===== config.mk =====
export PLATFORM = sky130hd
export DESIGN_NAME = counter_cmd_controller
export DESIGN_NICKNAME = d
export VERILOG_FILES = /design/src/rtl/counter_cmd_controller.sv
export SDC_FILE = /design/constraint.sdc
export NUM_CORES = 1
export LEC_CHECK = 0
export ABC_AREA = 0
export BUFFER_PORTS_ARGS = -buffer_cell sky130_fd_sc_hd__buf_2
export CORE_UTILIZATION = 40
export DETAILED_ROUTE_END_ITERATION = 6
export MAX_ROUTING_LAYER = met4
export PLACE_DENSITY = 0.62
export SYNTH_ARGS = -nofsm -noshare
export SYNTH_HDL_FRONTEND = slang
export SYNTH_SLANG_ARGS = --single-unit

===== constraint.sdc =====
create_clock -name clk -period 2.9 [get_ports clk]
set_input_delay 0.145 -clock clk [delete_from_list [all_inputs] [get_ports clk]]
set_output_delay 0.145 -clock clk [all_outputs]
set_load 0.01 [all_outputs]

===== src/rtl/counter_cmd_controller.sv =====
// counter_cmd_controller: turns debounced up/down/clear button levels into
// single-cycle commands for the LED counter, with fixed-priority arbitration,
// hold-to-auto-repeat and saturation at the counter limits.
module counter_cmd_controller #(
   parameter int WIDTH         = 8,
   parameter int MAX_VALUE     = 255,
   parameter int HOLD_CYCLES   = 50_000_000,
   parameter int REPEAT_CYCLES = 10_000_000
) (
   input  logic             clk,
   input  logic             rst,
   input  logic             btn_up,
   input  logic             btn_down,
   input  logic             btn_clr,
   input  logic [WIDTH-1:0] cnt_value,
   output logic             cnt_en,
   output logic             cnt_dir,
   output logic             cnt_clr,
   output logic             busy,
   output logic [1:0]       active_src
);

   // The timer is shared by the hold and repeat phases, so it is sized for the longer one
   localparam int TIMER_SPAN = (HOLD_CYCLES > REPEAT_CYCLES) ? HOLD_CYCLES : REPEAT_CYCLES;
   localparam int TW         = $clog2(TIMER_SPAN);

   localparam logic [TW-1:0]    HOLD_LAST   = TW'(HOLD_CYCLES - 1);
   localparam logic [TW-1:0]    REPEAT_LAST = TW'(REPEAT_CYCLES - 1);
   localparam logic [TW-1:0]    TIMER_TOP   = '1;
   localparam logic [WIDTH-1:0] MAX_LIMIT   = WIDTH'(MAX_VALUE);

   localparam logic [1:0] SRC_NONE = 2'b00;
   localparam logic [1:0] SRC_UP   = 2'b01;
   localparam logic [1:0] SRC_DOWN = 2'b10;
   localparam logic [1:0] SRC_CLR  = 2'b11;

   typedef enum logic [1:0] {
      S_IDLE,
      S_ARMED,
      S_REPEAT,
      S_RELEASE
   } state_t;

   state_t           state_q, state_d;
   logic [2:0]       btn_q, btn_d;
   logic [TW-1:0]    timer_q, timer_d;
   logic             cnt_en_q, cnt_en_d;
   logic             cnt_dir_q, cnt_dir_d;
   logic             cnt_clr_q, cnt_clr_d;
   logic             busy_q, busy_d;
   logic [1:0]       active_src_q, active_src_d;

   logic             up_rise;
   logic             down_rise;
   logic             clr_rise;
   logic             owner_held;
   logic             step_req;
   logic             step_up;

   // Next-state and next-output decode; a requested step is filtered by saturation afterwards
   always_comb begin
      btn_d        = {btn_clr, btn_down, btn_up};
      up_rise      = btn_up   & ~btn_q[0];
      down_rise    = btn_down & ~btn_q[1];
      clr_rise     = btn_clr  & ~btn_q[2];
      owner_held   = (active_src_q == SRC_UP) ? btn_up : btn_down;

      state_d      = state_q;
      timer_d      = (timer_q == TIMER_TOP) ? timer_q : timer_q + 1'b1;
      cnt_en_d     = 1'b0;
      cnt_dir_d    = 1'b0;
      cnt_clr_d    = 1'b0;
      active_src_d = active_src_q;
      step_req     = 1'b0;
      step_up      = 1'b0;

      case (state_q)
         S_IDLE: begin
            active_src_d = SRC_NONE;
            if (clr_rise) begin
               cnt_clr_d    = 1'b1;
               active_src_d = SRC_CLR;
               state_d      = S_RELEASE;
            end else if (up_rise) begin
               active_src_d = SRC_UP;
               step_req     = 1'b1;
               step_up      = 1'b1;
               state_d      = S_ARMED;
            end else if (down_rise) begin
               active_src_d = SRC_DOWN;
               step_req     = 1'b1;
               state_d      = S_ARMED;
            end
         end

         S_ARMED, S_REPEAT: begin
            if (clr_rise) begin
               cnt_clr_d    = 1'b1;
               active_src_d = SRC_CLR;
               state_d      = S_RELEASE;
            end else if (!owner_held) begin
               active_src_d = SRC_NONE;
               state_d      = S_IDLE;
            end else if (state_q == S_ARMED && timer_q == HOLD_LAST) begin
               step_req = 1'b1;
               step_up  = (active_src_q == SRC_UP);
               state_d  = S_REPEAT;
            end else if (state_q == S_REPEAT && timer_q == REPEAT_LAST) begin
               step_req = 1'b1;
               step_up  = (active_src_q == SRC_UP);
               timer_d  = '0;
            end
         end

         S_RELEASE: begin
            if (!btn_up && !btn_down && !btn_clr) begin
               active_src_d = SRC_NONE;
               state_d      = S_IDLE;
            end
         end

         default: begin
            state_d = S_RELEASE;
         end
      endcase

      if (step_req) begin
         if (step_up) begin
            if (cnt_value < MAX_LIMIT) begin
               cnt_en_d  = 1'b1;
               cnt_dir_d = 1'b1;
            end
         end else if (cnt_value != '0) begin
            cnt_en_d = 1'b1;
         end
      end

      if (state_d != state_q) begin
         timer_d = '0;
      end

      busy_d = (state_d != S_IDLE);
   end

   // State, button history, timer and all outputs are registered; reset parks in RELEASE
   always_ff @(posedge clk or posedge rst) begin
      if (rst) begin
         state_q      <= S_RELEASE;
         btn_q        <= 3'b000;
         timer_q      <= '0;
         cnt_en_q     <= 1'b0;
         cnt_dir_q    <= 1'b0;
         cnt_clr_q    <= 1'b0;
         busy_q       <= 1'b1;
         active_src_q <= SRC_NONE;
      end else begin
         state_q      <= state_d;
         btn_q        <= btn_d;
         timer_q      <= timer_d;
         cnt_en_q     <= cnt_en_d;
         cnt_dir_q    <= cnt_dir_d;
         cnt_clr_q    <= cnt_clr_d;
         busy_q       <= busy_d;
         active_src_q <= active_src_d;
      end
   end

   assign cnt_en     = cnt_en_q;
   assign cnt_dir    = cnt_dir_q;
   assign cnt_clr    = cnt_clr_q;
   assign busy       = busy_q;
   assign active_src = active_src_q;

endmodule


==> results of run 1 <==
-- worst paths after layout --
kind,startpoint,end,slack [ns]
setup / recovery,state_q[0],timer_q[11],0.12
hold / removal,btn_down,btn_q[1],0.01
min in group asynchronous,rst,cnt_clr,0.51
hold reg to reg,active_src[0],active_src[0],0.53
max in group asynchronous,rst,state_q[1],2.03
setup reg to reg,state_q[0],timer_q[11],0.12
-- cell type report --
type,instances,area [um^2]
clock buffers,7,86.3
clock inverters,1,30.0
fillers,506,2720
inverters,7,26.3
multi-input cells,183,1210
flip-flops and latches,37,930
well taps,70,87.6
repair buffers,21,118
-- state kept, by name, indices dropped and copies added, names as in the netlist --
name / flops
cnt_dir: 1
active_src: 2
state_q: 2
cnt_en: 1
cnt_clr: 1
btn_q: 3
busy: 1
timer_q: 26
-- worst register-to-register path, stage by stage (launching register included) --
cell and delay, ns:
dfstp_2 0.61, inv_1 0.11, ha_1 0.35, nand2_1 0.08, mux2_2 0.20, or2b_1 0.20
or4b_2 0.70, nand4_2 0.32, nor2_1 0.10
-- cell families (layout without fill, tap and decap cells) --
family / Yosys count / in the layout / share of synthesized area, %
buffers and inverters: 15 / 36 / 3.30
adder cells (fa/ha/maj): 7 / 7 / 3.98
multiplexers: 3 / 3 / 1.53
flip-flops: 37 / 37 / 42.2
XOR/XNOR: 23 / 23 / 9.15
AO/OA/AOI/OAI: 26 / 26 / 8.30
AND/OR/NAND/NOR: 123 / 124 / 31.5
-- layer usage --
metal  track usage, %  vias up
li1                 -      885
met1             23.5      820
met2             25.9       45
met3             3.47        4
met4             5.77        0
met5                -        -
-- power breakdown --
group	leakage [nW]	internal (mW)	switching [mW]
clock network	0.0585	0.280	0.177
logic	0.458	0.215	0.387
registers	0.493	0.594	0.0606
total	1.01	1.09	0.624
-- repair_timing --
action,CTS,global route
endpoints found under the setup margin,0,1
hold buffers,2,0
hold endpoints to repair,35,0
-- stage by stage --
stage | util (%) | cells | total power, mW | setup slack, ns | hold slack [ns]
after floorplan | - | 234 | 1.14 | 0.434 | 0.176
after global placement | 45.0 | 315 | 1.23 | 0.238 | 0.282
after detailed placement | 45.0 | 315 | 1.24 | 0.189 | 0.289
after CTS | 47.6 | 325 | 1.70 | 0.162 | 0.00992
after global routing | 47.8 | 326 | 1.83 | 0.00196 | 0.0148
final | 47.8 | 326 | 1.71 | 0.115 | 0.0142
-- cell usage in the layout (no fill, tap or decap), types with 3 or more instances in the layout --
master,Yosys,routed
a21oi_1,8,8
and3_1,4,4
and4_1,6,6
buf_2,1,18
clkbuf_8,0,6
dfrtp_1,34,34
dfstp_2,3,3
ha_1,7,7
inv_1,7,7
mux2_2,3,3
nand2_1,12,12
nand2b_1,3,3
nand3_1,13,13
nand4_1,13,13
nor2_1,41,41
nor2b_1,3,3
nor3_1,5,5
nor4_1,3,3
o21ai_0,6,6
or3_1,3,3
or4_1,3,3
xnor2_1,10,10
xor2_1,13,13
==> results.toml, run 1 <==
[run_status]
outcome = "completed"

[cells_and_area]
num_antenna_cells = 0
layout.nets = 275
areaGrowthSynthToFinish_pct = 13.1
drive_above_1_share_pct = 16.4
final_cell_area_um2 = 2490

[grt]
grt_pass1_vias = 1681
grt_first_pass_wirelength_um = 7800
grt_max_degree = 38
grt_overflow = 0
antenna_found_initial = 0
grt_use_total_pct = 17.3

[critical_path]
cp_slowest_stage_delay_ns = 0.70
critPathLaunchType = "flip-flop"
path_class = "flip-flop to flip-flop"
cp.buffers_inverters = 1
cp_num_cells = 8
worst_setup_path_end_kind = "flip-flop"
rr_worst_depth = 8
cp.required_ns = 3.06
cp_max_fo = 13
cp.arrival_ns = 2.94
crit_chain = "inv_1 > ha_1 > nand2_1 > mux2_2 > or2b_1 > or4b_2 > nand4_2 > nor2_1"
cpLargestDelayFamily = "simple AND/OR/NAND/NOR gates"
cpMaxStageDelayCell = "or4b_2"

[yosys]
ys.flop_type = "dfrtp_1"
synth_seq_cells = 37
async_flop_share_pct = 100
yosys.area.top_type = "dfrtp_1"
synth-edff-count = 0
ys_warn_count = 0
synth_area_um2 = 2200
synth.area.top_cells = "dfrtp_1 39%, nor2_1 7.0%, xor2_1 5.2%, ha_1 4.0%, xnor2_1 4.0%"
synth.distinct_cells = 49
synth.most_common_cell = "nor2_1"
syn_nets = 254
synth.top_cell.area_share_pct = 38.6
syn_avg_cell_area_um2 = 9.41
synthTopCellsByCount = "41 x nor2_1, 34 x dfrtp_1, 13 x nand3_1, 13 x nand4_1, 13 x xor2_1"
netlist_instances = 234
synth_sequential_area_ratio_pct = 42.2

[timing]
fin_tns_setup_ns = 0
finalCritPeriodShare_pct = 96.0
slew_viol_final = 0
fin_skew_ns = 0.00273
timing.fmax_ghz = 0.359
finalCriticalPeriod_ns = 2.78
setup_viol = 0
tightest_slew_ns = 0.706
slew_headroom_pct = 52.3
rsz0062_at_grt = "no"
hold_viol = 0

[drt]
remaining_drc_errors = 0
highest_layer = "met4"
wl_met3_um = 221
dr.pass1.iters = 4
wl_per_cell_um = 14.3
wl_um = 4650
via_per_inst = 5.38
vias = 1754
drt-initial-drc-count = 90
antenna_left = 0
wl_met2_um = 2060
m1WireLength_um = 2320

[flow_run]
maxCapViolCount = 0

[cts]
path_clk_slew_ns = 0.07
cts_tree = "done"
cts_resized = 0
clk_root_buffer_cell = "clkbuf_8"
post-cts-setup-buffers = 0
cts.path.max_buffers = 2
clkSinkCount = 37
cts_made_buffers = 5
htree_levels = 2
clkLatencyLatePin_ns = 0.28

[die]
io_pins = 19
core.rowCount = 26
dieHeight_um = 76.2
die_area_um2 = 5810
start_util_pct = 42.3
core-area_um2 = 5200
die_w_um = 76.2

[min_path]
worstHoldPathCells = 1
min_path_type = "primary input to flip-flop"

[power]
peakVddDrop_mv = 0.340
p_leak_nw = 1.01
power_density_nw_per_um2 = 688

[placement]
hpwl_um = 3140
placed_area_um2 = 2340
gp_congestion = 0.824
portBuffers = 18
No activity file was read; power rests on OpenSTA's default activity.
==> run 2: changes to the inputs <==
--- a/config.mk
+++ b/config.mk
@@ -7,10 +7,11 @@
 export LEC_CHECK = 0
 export ABC_AREA = 0
 export BUFFER_PORTS_ARGS = -buffer_cell sky130_fd_sc_hd__buf_2
-export CORE_UTILIZATION = 40
+export CORE_UTILIZATION = 50
+export CTS_BUF_LIST = sky130_fd_sc_hd__clkbuf_4 sky130_fd_sc_hd__clkbuf_8
 export DETAILED_ROUTE_END_ITERATION = 6
 export MAX_ROUTING_LAYER = met4
-export PLACE_DENSITY = 0.62
+export PLACE_DENSITY = 0.74
 export SYNTH_ARGS = -nofsm -noshare
 export SYNTH_HDL_FRONTEND = slang
 export SYNTH_SLANG_ARGS = --single-unit
==> run 2 against run 1 <==
Net effect:
- setup slack improved by 0.045 ns
- combinational power rose by 2%
- die area fell by 19%
- count of clock-buffer cells in the layout fell by 1
- power fell by 5.9%
- largest cell class unchanged
==> results.toml, run 2 (synthesis results as in run 1) <==
[placement]
portBuffers = 18
gp_congestion = 0.947
placed_area_um2 = 2320
dp.cells = 296
dp_slack_ns = 0.139
hpwl_um = 3140

[die]
die_w_um = 68.4
die_area_um2 = 4670
core.rowCount = 23
start_util_pct = 53.5
dieHeight_um = 68.4
core-area_um2 = 4120
io_pins = 19

[cells_and_area]
fin_util_pct = 59.5
final_cell_area_um2 = 2450
largest_reg_flops = 26
areaGrowthSynthToFinish_pct = 11.2
final_cell_mix = "41 x nor2_1, 34 x dfrtp_1, 18 x buf_2"
num_antenna_cells = 0
instances_no_fill = 307
drive_above_1_share_pct = 17.5
final_common_cell = "nor2_1"
top_regs = "timer_q x26, btn_q x3"
layout.nets = 276
regMostFlops = "timer_q"

[critical_path]
crit_chain = "inv_1 > ha_1 > nand2_1 > mux2_2 > or2b_4 > o211ai_2 > nand4_4 > a211oi_2"
cp.required_ns = 3.10
cp.buffers_inverters = 1
cpMaxStageDelayCell = "dfstp_2"
critPathLaunchType = "flip-flop"
path_class = "flip-flop to flip-flop"
worst_setup_path_end_kind = "flip-flop"
cpLargestDelayFamily = "simple AND/OR/NAND/NOR gates"
cp_max_fo = 26
cp_slowest_stage_delay_ns = 0.62
cp.arrival_ns = 2.94

[timing]
fin_skew_ns = 0.00725
slew_viol_final = 0
tightest_slew_ns = 0.685
slew_headroom_pct = 53.8
finalCriticalPeriod_ns = 2.74
whs_ns = 0.00888
hold_viol = 0
setup_viol = 0
setup_slack_ns = 0.160
timing.fmax_ghz = 0.365
finalCritPeriodShare_pct = 94.5
rsz0062_at_grt = "yes"
fin_tns_setup_ns = 0

[power]
p_int_mw = 0.993
seq_power_share_pct = 40.0
power_density_nw_per_um2 = 658
peakVddDrop_mv = 0.564
pwr-share-clk_pct = 21.9
switching_share_pct = 38.4
comb_power_share_pct = 38.1
p_leak_nw = 1.01
power_mw = 1.61
p_sw_mw = 0.619

[cts]
post-cts-setup-buffers = 0
path_clk_slew_ns = 0.07
cts_made_buffers = 5
clk_root_buffer_cell = "clkbuf_8"
clkLatencyLatePin_ns = 0.29
cts_tree = "done"
clkSinkCount = 37
cts.path.max_buffers = 2
htree_levels = 2

[drt]
drt-initial-drc-count = 128
dr.pass1.iters = 4
antenna_left = 0
remaining_drc_errors = 0
vias = 1776
wl_um = 4430
via_per_inst = 5.79
wl_per_cell_um = 14.4

[run_status]
outcome = "completed"

[grt]
grt_pass1_vias = 1738
grt_use_total_pct = 24.7
grt_max_degree = 38
antenna_found_initial = 0
grt_overflow = 0
grt_first_pass_wirelength_um = 8120

[flow_run]
maxCapViolCount = 0

[min_path]
min_path_type = "primary input to flip-flop"
-- run 2: changes by cell type in the layout (fill, tap and decap cells not counted), sizes merged --
cell / change
nand4: -1
clkinv: +2
dlygate4sd3: +1
buf: +1
bufinv: -1
clkbuf: -1
-- run 2: final timing paths --
| path | slack (ns) | endpoint | start | cells after the start |
|---|---|---|---|---|
| max | 0.16 | timer_q[24] | state_q[0] | 8 |
| min | 0.009 | btn_q[0] | btn_up | 1 |
| max reg2reg | 0.16 | timer_q[24] | state_q[0] | 8 |
| min reg2reg | 0.53 | active_src[0] | active_src[0] | 1 |
| max in group asynchronous | 2.06 | state_q[0] | rst | 4 |
| min in group asynchronous | 0.49 | timer_q[4] | rst | 4 |
-- run 2: worst register-to-register path, cell delays in order (launching register included) --
cell and delay, ns:
dfstp_2 0.62, inv_1 0.12, ha_1 0.35, nand2_1 0.07, mux2_2 0.31, or2b_4 0.29
o211ai_2 0.22, nand4_4 0.38, a211oi_2 0.29
-- run 2: what timing repair did --
action / in CTS / in global routing
resized for setup: 0 / 2
setup endpoints to repair: 0 / 2
hold endpoints to repair: 36 / 0
hold buffers: 3 / 0
-- run 2: layer usage --
| metal | up-vias | routed length, um | GRT usage [%] | share of wire [%] |
|---|---|---|---|---|
| li1 | 877 | - | - | - |
| met1 | 859 | 2230 | 35.1 | 50 |
| met2 | 31 | 1960 | 33.8 | 44 |
| met3 | 9 | 144 | 5.00 | 3.3 |
| met4 | 0 | 90 | 10.7 | 2.0 |
| met5 | - | 0 | - | 0 |
-- run 2: layout make-up --
| cell class | count | area [um^2] |
|---|---|---|
| Fill cell | 374 | 1670 |
| Inverter | 7 | 26.3 |
| Tap cell | 50 | 62.6 |
| Clock buffer | 6 | 76.3 |
| Multi-Input combinational cell | 182 | 1210 |
| Clock inverter | 2 | 10.0 |
| Sequential cell | 37 | 930 |
| Timing Repair Buffer | 23 | 135 |
-- run 2: power groups by stage --
stage | Clock, mW | Combinational, mW | Sequential [mW]
after floorplan | 0 | 0.473 | 0.666
after global placement | 0 | 0.581 | 0.651
after detailed placement | 0 | 0.596 | 0.654
after CTS | 0.362 | 0.599 | 0.644
after global routing | 0.384 | 0.688 | 0.656
final | 0.354 | 0.613 | 0.644
==> run 3: changes to the inputs <==
--- a/config.mk
+++ b/config.mk
@@ -7,11 +7,13 @@
 export LEC_CHECK = 0
 export ABC_AREA = 0
 export BUFFER_PORTS_ARGS = -buffer_cell sky130_fd_sc_hd__buf_2
-export CORE_UTILIZATION = 50
+export CELL_PAD_IN_SITES_DETAIL_PLACEMENT = 2
+export CELL_PAD_IN_SITES_GLOBAL_PLACEMENT = 2
+export CORE_UTILIZATION = 39
 export CTS_BUF_LIST = sky130_fd_sc_hd__clkbuf_4 sky130_fd_sc_hd__clkbuf_8
 export DETAILED_ROUTE_END_ITERATION = 6
 export MAX_ROUTING_LAYER = met4
-export PLACE_DENSITY = 0.74
+export PLACE_DENSITY = 0.87
 export SYNTH_ARGS = -nofsm -noshare
 export SYNTH_HDL_FRONTEND = slang
 export SYNTH_SLANG_ARGS = --single-unit
==> run 3 against run 2 <==
Net effect:
- critical path depth up 1
- final cell count up 6.8%
- via count up 5.7%
- first-iteration DRC count down 54%
- design area up 1.5%
- clock skew down 0.0020 ns
- critical path type unchanged
==> results.toml, run 3 (synthesis results as in run 1) <==
[run_status]
outcome = "completed"

[timing]
setup_viol = 0
slew_viol_final = 0
finalCritPeriodShare_pct = 95.2
whs_ns = 0.0200
tightest_slew_ns = 0.692
fin_tns_setup_ns = 0
hold_viol = 0
fin_skew_ns = 0.00521
finalCriticalPeriod_ns = 2.76
timing.fmax_ghz = 0.362
slew_headroom_pct = 53.3

[min_path]
min_path_type = "primary input to flip-flop"

[critical_path]
critPathLaunchType = "flip-flop"
cpMaxStageDelayCell = "dfstp_2"
cp.arrival_ns = 2.94
crit_chain = "inv_1 > ha_1 > nand2_1 > mux2_2 > or2b_4 > or4b_2 > nand4_4 > buf_4 > nor2_1"
cp.required_ns = 3.08
worst_setup_path_end_kind = "flip-flop"
cpLargestDelayFamily = "simple AND/OR/NAND/NOR gates"
cp_slowest_stage_delay_ns = 0.63
path_class = "flip-flop to flip-flop"
cp_max_fo = 9
cp.buffers_inverters = 2

[cts]
cts_tree = "done"
htree_levels = 2
clk_root_buffer_cell = "clkbuf_8"
cts_made_buffers = 5
cts.path.max_buffers = 2
path_clk_slew_ns = 0.07
clkSinkCount = 37
clkLatencyLatePin_ns = 0.29

[power]
switching_share_pct = 39.2
peakVddDrop_mv = 0.343
power_mw = 1.75
seq_power_share_pct = 37.6
p_leak_nw = 1.02
power_density_nw_per_um2 = 702
pwr-share-clk_pct = 20.5
p_sw_mw = 0.684
p_int_mw = 1.06
comb_power_share_pct = 42.0

[cells_and_area]
areaGrowthSynthToFinish_pct = 12.9
drive_above_1_share_pct = 17.8
layout.nets = 277
final_common_cell = "nor2_1"
num_antenna_cells = 0
largest_reg_flops = 26
regMostFlops = "timer_q"
instances_no_fill = 328
top_regs = "timer_q x26, btn_q x3"
final_cell_mix = "41 x nor2_1, 34 x dfrtp_1, 18 x buf_2"
nFillCells = 598
final_cell_area_um2 = 2490

[die]
core.rowCount = 26
core-area_um2 = 5270
die_w_um = 77.1
die_area_um2 = 5950
start_util_pct = 41.8
io_pins = 19
dieHeight_um = 77.1

[grt]
grt_overflow = 0
antenna_found_initial = 0
grt_pass1_vias = 2110
grt_max_degree = 38
grt_first_pass_wirelength_um = 10900
grt_use_total_pct = 24.3

[drt]
remaining_drc_errors = 0
antenna_left = 0
via_per_inst = 5.72
vias = 1877
wl_um = 6370
wl_per_cell_um = 19.4
drt-initial-drc-count = 59
dr.pass1.iters = 4

[placement]
dp.cells = 318
hpwl_um = 4430
placed_area_um2 = 2380
portBuffers = 18
gp_congestion = 0.791

[flow_run]
maxCapViolCount = 0
[run 3: changes by cell type in the layout (fill, tap and decap cells not counted)]
cell           delta
dlygate4sd3_1     -1
buf_4             +1
a211oi_1          +1
buf_12            +1
a211oi_2          -1
[run 3: worst paths after layout]
path,from,end,slack (ns),cells after the start
max in group asynchronous,rst,state_q[0],2.03,4
hold reg to reg,active_src[1],active_src[1],0.53,2
hold / removal,btn_down,btn_q[1],0.02,1
min in group asynchronous,rst,timer_q[3],0.51,4
setup reg to reg,state_q[0],timer_q[17],0.14,9
setup / recovery,state_q[0],timer_q[17],0.14,9
[run 3: final cells by class]
cell class | instances | area (um^2) | area share [%]
multi-input cells | 182 | 1200 | 48.4
flip-flops and latches | 37 | 930 | 37.4
repair buffers | 24 | 153 | 6.14
well taps | 70 | 87.6 | 3.52
clock buffers | 6 | 76.3 | 3.07
inverters | 7 | 26.3 | 1.06
clock inverters | 2 | 10.0 | 0.403
[run 3: power groups by stage]
stage | clock [mW] | combinational (mW) | sequential, mW
finish | 0.357 | 0.732 | 0.656
global route | 0.386 | 0.810 | 0.664
CTS | 0.371 | 0.730 | 0.654
detailed placement | 0 | 0.715 | 0.662
global placement | 0 | 0.685 | 0.650
floorplan | 0 | 0.473 | 0.666
[run 3: repair_timing]
action / 4_1_cts / 5_1_grt
setup buffers: 0 / 0
gates resized for setup: 0 / 1
endpoints found under the setup margin: 0 / 15
hold buffers: 2 / 0
hold endpoints to repair: 35 / 0
[run 3: routing by layer]
| metal | global-route usage, % | routed length [um] |
|---|---|---|
| met5 | - | 0 |
| met4 | 8.30 | 106 |
| met3 | 4.40 | 183 |
| met2 | 39.4 | 3100 |
| met1 | 30.5 | 2980 |
[run 3: stage by stage]
| stage | util [%] | setup WS (ns) |
|---|---|---|
| after detailed placement | 45.1 | 0.110 |
| final | 47.2 | 0.138 |
| after floorplan | - | 0.434 |
| after global placement | 45.1 | 0.264 |
| after CTS | 47.1 | 0.0736 |
| after global routing | 47.2 | -0.00777 |
